<file path="config.mk">
export PLATFORM = sky130hd
export DESIGN_NAME = mg_cpa_pipe
export DESIGN_NICKNAME = d
export VERILOG_FILES = /design/src/rtl/mg_cpa_pipe.sv
export SDC_FILE = /design/constraint.sdc
export NUM_CORES = 1
export LEC_CHECK = 0
export BUFFER_PORTS_ARGS = -buffer_cell sky130_fd_sc_hd__buf_2
export CORE_MARGIN = 2
export CORE_UTILIZATION = 55
export CTS_CLUSTER_DIAMETER = 120
export DETAILED_ROUTE_END_ITERATION = 8
export HOLD_SLACK_MARGIN = 0.02
export PLACE_DENSITY_LB_ADDON = 0.3
export SYNTH_ARGS = -nofsm -noshare
export SYNTH_HDL_FRONTEND = slang
export SYNTH_SLANG_ARGS = --single-unit
</file>
<file path="constraint.sdc">
create_clock -name clk -period 2.9 [get_ports clk]
set_clock_uncertainty 0.05 [all_clocks]
set_input_delay 0.145 -clock clk [delete_from_list [all_inputs] [get_ports clk]]
set_output_delay 0.145 -clock clk [all_outputs]
set_load 0.02 [all_outputs]
</file>
<file path="src/rtl/mg_cpa_pipe.sv">
// Pipelined carry-propagate adder with valid/ready flow control.
// A WIDTH-bit add is split into STAGES ripple segments of SEG = ceil(WIDTH/STAGES) bits;
// segment k works on the operand bits [k*SEG +: SEG], clipped to WIDTH. The carry between
// segments is registered. Each stage register carries the full operand words forward (input
// skew) and accumulates finished sum bits (output deskew), so all sum bits of a transaction
// leave the last stage together. Unused low bits in later stages are trimmed by synthesis.
// Optional feature: define MG_CPA_OVF_EN to add the registered signed-overflow output ovf.

module mg_cpa_pipe #(
  parameter int unsigned WIDTH  = 15,
  parameter int unsigned STAGES = 3
) (
  input  logic             clk,
  input  logic             rst_n,
  input  logic             in_valid,
  output logic             in_ready,
  input  logic [WIDTH-1:0] a,
  input  logic [WIDTH-1:0] b,
  input  logic             cin,
  output logic             out_valid,
  input  logic             out_ready,
  output logic [WIDTH-1:0] sum,
  output logic             cout
`ifdef MG_CPA_OVF_EN
  ,
  output logic             ovf
`endif
);

  localparam int unsigned SEG  = (WIDTH + STAGES - 1) / STAGES;
  localparam int          LAST = int'(STAGES) - 1;

  if (WIDTH < 2 || STAGES < 1 || STAGES > WIDTH) begin : gen_bad_param
    $error("mg_cpa_pipe: need WIDTH >= 2 and 1 <= STAGES <= WIDTH");
  end

  typedef logic [WIDTH-1:0] word_t;

  // Stage registers: operands travelling down, partial sum, inter-segment carry, valid
  word_t a_q [STAGES];
  word_t b_q [STAGES];
  word_t s_q [STAGES];
  logic  c_q [STAGES];
  logic  v_q [STAGES];

  // Inputs seen by each stage's segment adder
  word_t st_a [STAGES];
  word_t st_b [STAGES];
  word_t st_s [STAGES];
  logic  st_c [STAGES];
  logic  st_v [STAGES];

  // Segment adder results, loaded into the stage registers on advance
  word_t nx_s [STAGES];
  logic  nx_c [STAGES];

`ifdef MG_CPA_OVF_EN
  // Overflow flag follows the transaction once the MSB has been summed
  logic  o_q  [STAGES];
  logic  st_o [STAGES];
  logic  nx_o [STAGES];
`endif

  logic adv;

  // Whole pipe moves together; a stalled output freezes every stage
  assign adv       = !v_q[LAST] || out_ready;
  assign in_ready  = adv;
  assign out_valid = v_q[LAST];
  assign sum       = s_q[LAST];
  assign cout      = c_q[LAST];
`ifdef MG_CPA_OVF_EN
  assign ovf       = o_q[LAST];
`endif

  // Select each stage's inputs: stage 0 takes the ports, stage k the registers of stage k-1
  always_comb begin
    st_a[0] = a;
    st_b[0] = b;
    st_s[0] = '0;
    st_c[0] = cin;
    st_v[0] = in_valid;
`ifdef MG_CPA_OVF_EN
    st_o[0] = 1'b0;
`endif
    for (int k = 1; k < int'(STAGES); k++) begin
      st_a[k] = a_q[k-1];
      st_b[k] = b_q[k-1];
      st_s[k] = s_q[k-1];
      st_c[k] = c_q[k-1];
      st_v[k] = v_q[k-1];
`ifdef MG_CPA_OVF_EN
      st_o[k] = o_q[k-1];
`endif
    end
  end

  // Ripple segment adders using p = a^b, g = a&b over the bits owned by each stage
  always_comb begin
    logic  c;
    logic  p;
    logic  g;
    word_t s;
`ifdef MG_CPA_OVF_EN
    logic  o;
`endif
    c = 1'b0;
    p = 1'b0;
    g = 1'b0;
    s = '0;
`ifdef MG_CPA_OVF_EN
    o = 1'b0;
`endif
    for (int k = 0; k < int'(STAGES); k++) begin
      c = st_c[k];
      s = st_s[k];
`ifdef MG_CPA_OVF_EN
      o = st_o[k];
`endif
      for (int i = 0; i < int'(WIDTH); i++) begin
        if (i >= k * int'(SEG) && i < (k + 1) * int'(SEG)) begin
          p    = st_a[k][i] ^ st_b[k][i];
          g    = st_a[k][i] & st_b[k][i];
          s[i] = p ^ c;
`ifdef MG_CPA_OVF_EN
          // Carry into MSB xor carry out of MSB
          if (i == int'(WIDTH) - 1) o = c ^ (g | (p & c));
`endif
          c    = g | (p & c);
        end
      end
      nx_s[k] = s;
      nx_c[k] = c;
`ifdef MG_CPA_OVF_EN
      nx_o[k] = o;
`endif
    end
  end

  // Stage registers: clear on reset, load all stages on advance, hold otherwise
  always_ff @(posedge clk or negedge rst_n) begin
    if (!rst_n) begin
      for (int k = 0; k < int'(STAGES); k++) begin
        a_q[k] <= '0;
        b_q[k] <= '0;
        s_q[k] <= '0;
        c_q[k] <= 1'b0;
        v_q[k] <= 1'b0;
`ifdef MG_CPA_OVF_EN
        o_q[k] <= 1'b0;
`endif
      end
    end else if (adv) begin
      for (int k = 0; k < int'(STAGES); k++) begin
        a_q[k] <= st_a[k];
        b_q[k] <= st_b[k];
        s_q[k] <= nx_s[k];
        c_q[k] <= nx_c[k];
        v_q[k] <= st_v[k];
`ifdef MG_CPA_OVF_EN
        o_q[k] <= nx_o[k];
`endif
      end
    end
  end

endmodule

</file>
-- After elaboration in Yosys (flattened, before gate mapping)
Index checks and enable logic that the tools add are counted.
W data, S select, Z words.
- logic and storage cells: 90
- input bits: 35
- flip-flop bits (word level): 96
- output and inout port bits: 18
- bitwise logic cells: 75
- reductions and logical operators: 2
- operators by type and width (cell ; number):
    $and A1 B1 Y1 ; 30
    $xor A1 B1 Y1 ; 30
    $or A1 B1 Y1 ; 15
    $logic_not A1 Y1 ; 1
    $logic_or A1 B1 Y1 ; 1

-- Longest topological paths before layout
- word-level depth: 11
- depth in mapped cells: 9
- mapped depth without buffers: 9

-- Worst setup path after synthesis
OpenSTA, ideal clock, no wires.
- path kind: flip-flop to flip-flop
- start: reg a_q[35] (netlist name)
- end: reg s_q (netlist bit nx_s[9])
- arrival time: 2.299 ns
- cell stages (with the launch flop): 10
- path slack: 0.473 ns
- setup time: 0.077 ns
- data required time: 2.773 ns
- buffers on the path: 0
- period minus slack after synthesis: 2.427 ns
- cells stage by stage: dfrtp_1 inv_1 fa_1 inv_1 fa_1 fa_1 fa_1 inv_1 fa_1 a21oi_1
- cells in the longest elaborated chain, start to end: 10
- elaborated cells between the ends (all ways): 11
- those cells by class: bitwise (11)
- ends and longest elaborated chain (what ; line ; RTL):
    from (decl) ; 40 ; word_t a_q [STAGES];
    from (signal, indexed assignment) ; 155 ; a_q[k] <= st_a[k];
    $xor A1 B1 Y1 ; 122 ; p = st_a[k][i] ^ st_b[k][i];
    $and A1 B1 Y1 ; 129 ; c = g | (p & c);
    $or A1 B1 Y1 * ; 129 ;
    $and A1 B1 Y1 * ; 129 ;
    $or A1 B1 Y1 * ; 129 ;
    $and A1 B1 Y1 * ; 129 ;
    $or A1 B1 Y1 * ; 129 ;
    $and A1 B1 Y1 * ; 129 ;
    $or A1 B1 Y1 * ; 129 ;
    $xor A1 B1 Y1 * ; 124 ; s[i] = p ^ c;
    to (signal, indexed assignment) ; 157 ; s_q[k] <= nx_s[k];
    to (decl) ; 42 ; word_t s_q [STAGES];
Every way passes the cells marked *; elsewhere a longest branch is shown, timed or not.
A chain may end at the register's enable or synchronous reset.

-- Final worst setup path
Same ends and word-level chain as after synthesis.

==> impl_table.tex <==
\begin{tabular}{lr}
\hline
Metric & Value \\
\hline
\multicolumn{2}{l}{\textbf{Setup path}} \\
Worst-case register-to-register setup slack & 250 ps \\
Crit path kind & reg2reg \\
Endpoint of the worst-slack reg-to-reg timing path & nx\_s[9] \\
Required time at the endpoint of the critical path & 3110 ps \\
Worst Setup Start Kind & register \\
Type of element capturing the critical path & register \\
Biggest fanout along the worst timing path & 2 \\
CP Capture Point & nx\_s[9] \\
Arrival time at the worst endpoint & 2860 ps \\
Startpoint of the most critical setup path & a\_q[35] \\
Logic depth of the worst register-to-register path & 9 \\
Launch point of the worst reg-to-reg path & a\_q[35] \\
\multicolumn{2}{l}{\textbf{Clocking}} \\
Clock latency at the later pin of the worst-skew pair & 340 ps \\
Number of hold buffers added after CTS & 22 \\
Number of gates given a new drive strength after cts & 0 \\
Clock tree from TritonCTS & built \\
Clock-pin slew of the registers on the worst-case setup and hold paths & 70 ps \\
CTS sink count & 66 \\
Root cell of the clock tree & sky130\_fd\_sc\_hd\_\_clkbuf\_8 \\
Num CTS Buffers & 9 \\
Maximum clock insertion buffer count & 2 \\
Post-CTS repair timing setup buffer count & 0 \\
H-tree depth reported by CTS & 3 \\
\multicolumn{2}{l}{\textbf{Route}} \\
Post-DRT Antenna Nets & 0 \\
Routed via count divided by cell count & 4.843 \\
Count of unresolved DRC violations after routing & 0 \\
Final wirelength & 4976 µm \\
Routed vias & 1637 \\
Drt first-iter violations & 48 \\
Pre-antenna DRT Iters & 4 \\
WL/cell & 14.72 µm \\
\multicolumn{2}{l}{\textbf{Floorplan}} \\
Area of the core & 5107 µm² \\
I/O pin count & 53 \\
Starting utilization of the core area & 57.28\% \\
Number of rows created at floorplan & 26 \\
Area of the die & 5918 µm² \\
Width of the die & 76.93 µm \\
Die span in y & 76.93 µm \\
\multicolumn{2}{l}{\textbf{Yosys}} \\
Net Count, Synth & 234 \\
Library cell with the highest instance count after synthesis & sky130\_fd\_sc\_hd\_\_dfrtp\_1 \\
Post-synth top cells & 66 x sky130\_fd\_sc\_hd\_\_dfrtp\_1, 37 x sky130\_fd\_sc\_hd\_\_mux2\_2, 21 x sky130\_fd\_sc\_hd\_\_inv\_1 \\
Area share of the leading cell type in the synthesized netlist & 56.46\% \\
Cell accounting for the most synthesized area & sky130\_fd\_sc\_hd\_\_dfrtp\_1 \\
Mapped Avg Cell Area & 15.90 µm² \\
Yosys synthesis warning count & 0 \\
Count of unique library cells instantiated by Yosys & 12 \\
Fraction of the yosys area taken by sequential cells & 56.46\% \\
Largest cells by area after synthesis & sky130\_fd\_sc\_hd\_\_dfrtp\_1 56\%, sky130\_fd\_sc\_hd\_\_mux2\_2 14\%, sky130\_fd\_sc\_hd\_\_fa\_1 10\% \\
Primary flip-flop cell chosen by synthesis mapping & sky130\_fd\_sc\_hd\_\_dfrtp\_1 \\
Post-synth design cell area & 2925 µm² \\
Post-synth ARST share & 100.0\% \\
Synthesized flop and latch total & 66 \\
Number of enable-type register cells in the synthesized netlist & 0 \\
Synthesized instance count & 184 \\
\multicolumn{2}{l}{\textbf{Timing}} \\
Number of endpoints with negative hold slack in the final report & 0 \\
Tightest Pin Transition & 558.0 ps \\
Max Clock Freq & 0.3778 GHz \\
Number of slew-limit violations in the final report & 0 \\
Worst Hold Margin & 139.2 ps \\
RSZ-0062 raised after global routing & false \\
Period Utilization, post-route & 91.27\% \\
Setup Total Neg Slack & 0 ps \\
Total setup violations reported at the end of the flow & 0 \\
Worst slew slack as a fraction of its limit & 62.80\% \\
Min Tclk post-route & 2647 ps \\
\multicolumn{2}{l}{\textbf{Power}} \\
Pint & 0.002477 W \\
Proportion of total power due to net switching & 29.70\% \\
Peak supply drop & 644.5 µV \\
Share of total power in the clock network & 27.2\% \\
Net Switching & 0.001046 W \\
Proportion of power drawn by combinational gates & 32.2\% \\
Power per Cell Area & 949.9 nW/µm² \\
Static Leakage & 1.775 nW \\
Power share of the sequential group & 40.7\% \\
\multicolumn{2}{l}{\textbf{Layout}} \\
Fraction of final layout cells sized beyond drive strength 1 & 47.01\% \\
Final cell area excluding filler cells & 3709 µm² \\
Final \#Nets & 313 \\
Number of antenna diodes & 0 \\
Layout overhead on the synthesized area & 26.78\% \\
Filler cell count & 346 \\
\multicolumn{2}{l}{\textbf{Min path}} \\
Path category of the worst min-delay check & in2reg \\
\multicolumn{2}{l}{\textbf{Global route}} \\
Wire length of the first global-routing pass & 8604 µm \\
Number of antenna violations at the first check in global routing & 0 \\
Largest net degree at the start of global routing & 47 \\
Global route total overflow & 0 \\
Number of global-route vias before repair & 1824 \\
Global-route usage over all layers & 19.35\% \\
\multicolumn{2}{l}{\textbf{Outcome}} \\
Run status & finished clean \\
\multicolumn{2}{l}{\textbf{Job}} \\
Max Cap Viol & 0 \\
\multicolumn{2}{l}{\textbf{Place}} \\
DPL Wire Length & 3216 µm \\
Number of buffers added on ports & 52 \\
Placed cell area & 3236 µm² \\
Placer Congestion & 0.6938 \\
\hline
\end{tabular}
how the worst min path moves through the flow:
stage / start / endpoint / cells after the start
2_1_floorplan: rst_n / a_q[25] / 0
3_3_place_gp: rst_n / nx_s[16] / 1
3_5_place_dp: rst_n / nx_s[1] / 1
4_1_cts: out_ready / sum[10] / 3
5_1_grt: out_ready / sum[14] / 3
6_report: out_ready / sum[10] / 3
power by group through the flow:
| stage | Clock, W | Sequential (W) | Combinational [W] |
|---|---|---|---|
| finish | 0.000957 | 0.00143 | 0.00113 |
| global route | 0.00101 | 0.00148 | 0.00125 |
| CTS | 0.000977 | 0.00144 | 0.00115 |
| detailed placement | 0 | 0.00145 | 0.00112 |
| global placement | 0 | 0.00144 | 0.00108 |
| floorplan | 0 | 0.00156 | 0.000684 |
per-stage QoR:
step           power (W)  cells  utilization, %  setup WS (ps)
2_1_floorplan   0.002240    184               -          473.4
3_5_place_dp    0.002567    300           63.35          312.6
5_1_grt         0.003739    338           72.61          142.9
3_3_place_gp    0.002515    300           63.35          395.9
6_report        0.003523    338           72.61          253.1
4_1_cts         0.003567    338           72.61          262.2
flip-flops by register name, summed over array words and instances (netlist names):
| register | count |
|---|---|
| b_q | 15 |
| a_q | 15 |
| c_q | 2 |
| out_valid | 1 |
| st_v | 2 |
| sum | 15 |
| cout | 1 |
| nx_s | 15 |
layer usage:
layer	vias to the layer above	share of wire (%)	global-route usage, %
li1	765	-	-
met1	826	41	23.57
met2	36	53	31.49
met3	10	4.2	7.765
met4	0	1.9	6.545
met5	-	0	0
worst max-delay path, cell delays in order (launching register included):
cell and delay [ps]:
sky130_fd_sc_hd__dfrtp_1 390, sky130_fd_sc_hd__inv_1 100, sky130_fd_sc_hd__fa_1 190, sky130_fd_sc_hd__inv_1 50, sky130_fd_sc_hd__fa_1 380, sky130_fd_sc_hd__fa_1 390
sky130_fd_sc_hd__fa_1 370, sky130_fd_sc_hd__inv_1 70, sky130_fd_sc_hd__fa_1 420, sky130_fd_sc_hd__a21oi_1 170
cell usage in the layout, fill, tap and decap left out, drive strengths merged:
| master | synthesis | routed |
|---|---|---|
| dfrtp | 66 | 66 |
| buf | 8 | 54 |
| inv | 21 | 21 |
| fa | 15 | 15 |
| a21oi | 7 | 7 |
| clkbuf | 0 | 12 |
| mux2i | 2 | 2 |
| nand2b | 2 | 2 |
| bufinv | 0 | 3 |
| mux2 | 56 | 56 |
| clkinvlp | 0 | 1 |
| nor3b | 7 | 7 |
| dlygate4sd3 | 0 | 22 |
kinds of logic (layout without fill, tap and decap cells):
family	after synthesis	after routing	synth area share, %
AOI/OAI and AO/OA	7	7	1.197
adders and majority gates	15	15	10.27
buffers and inverters	29	113	4.919
DFF	66	66	56.46
muxes	58	58	24.68
and+or+nand+nor	9	9	2.481
final cells by class:
cell class / count / area (µm²) / area share [%]
Clock buffer: 12 / 155.1 / 4.184
Sequential cell: 66 / 1652 / 44.53
Tap cell: 70 / 87.58 / 2.362
Timing Repair Buffer: 76 / 508.0 / 13.70
Multi-Input combinational cell: 89 / 1130 / 30.47
Clock inverter: 4 / 97.59 / 2.632
Inverter: 21 / 78.83 / 2.126
No activity file was read; power rests on OpenSTA's default activity.
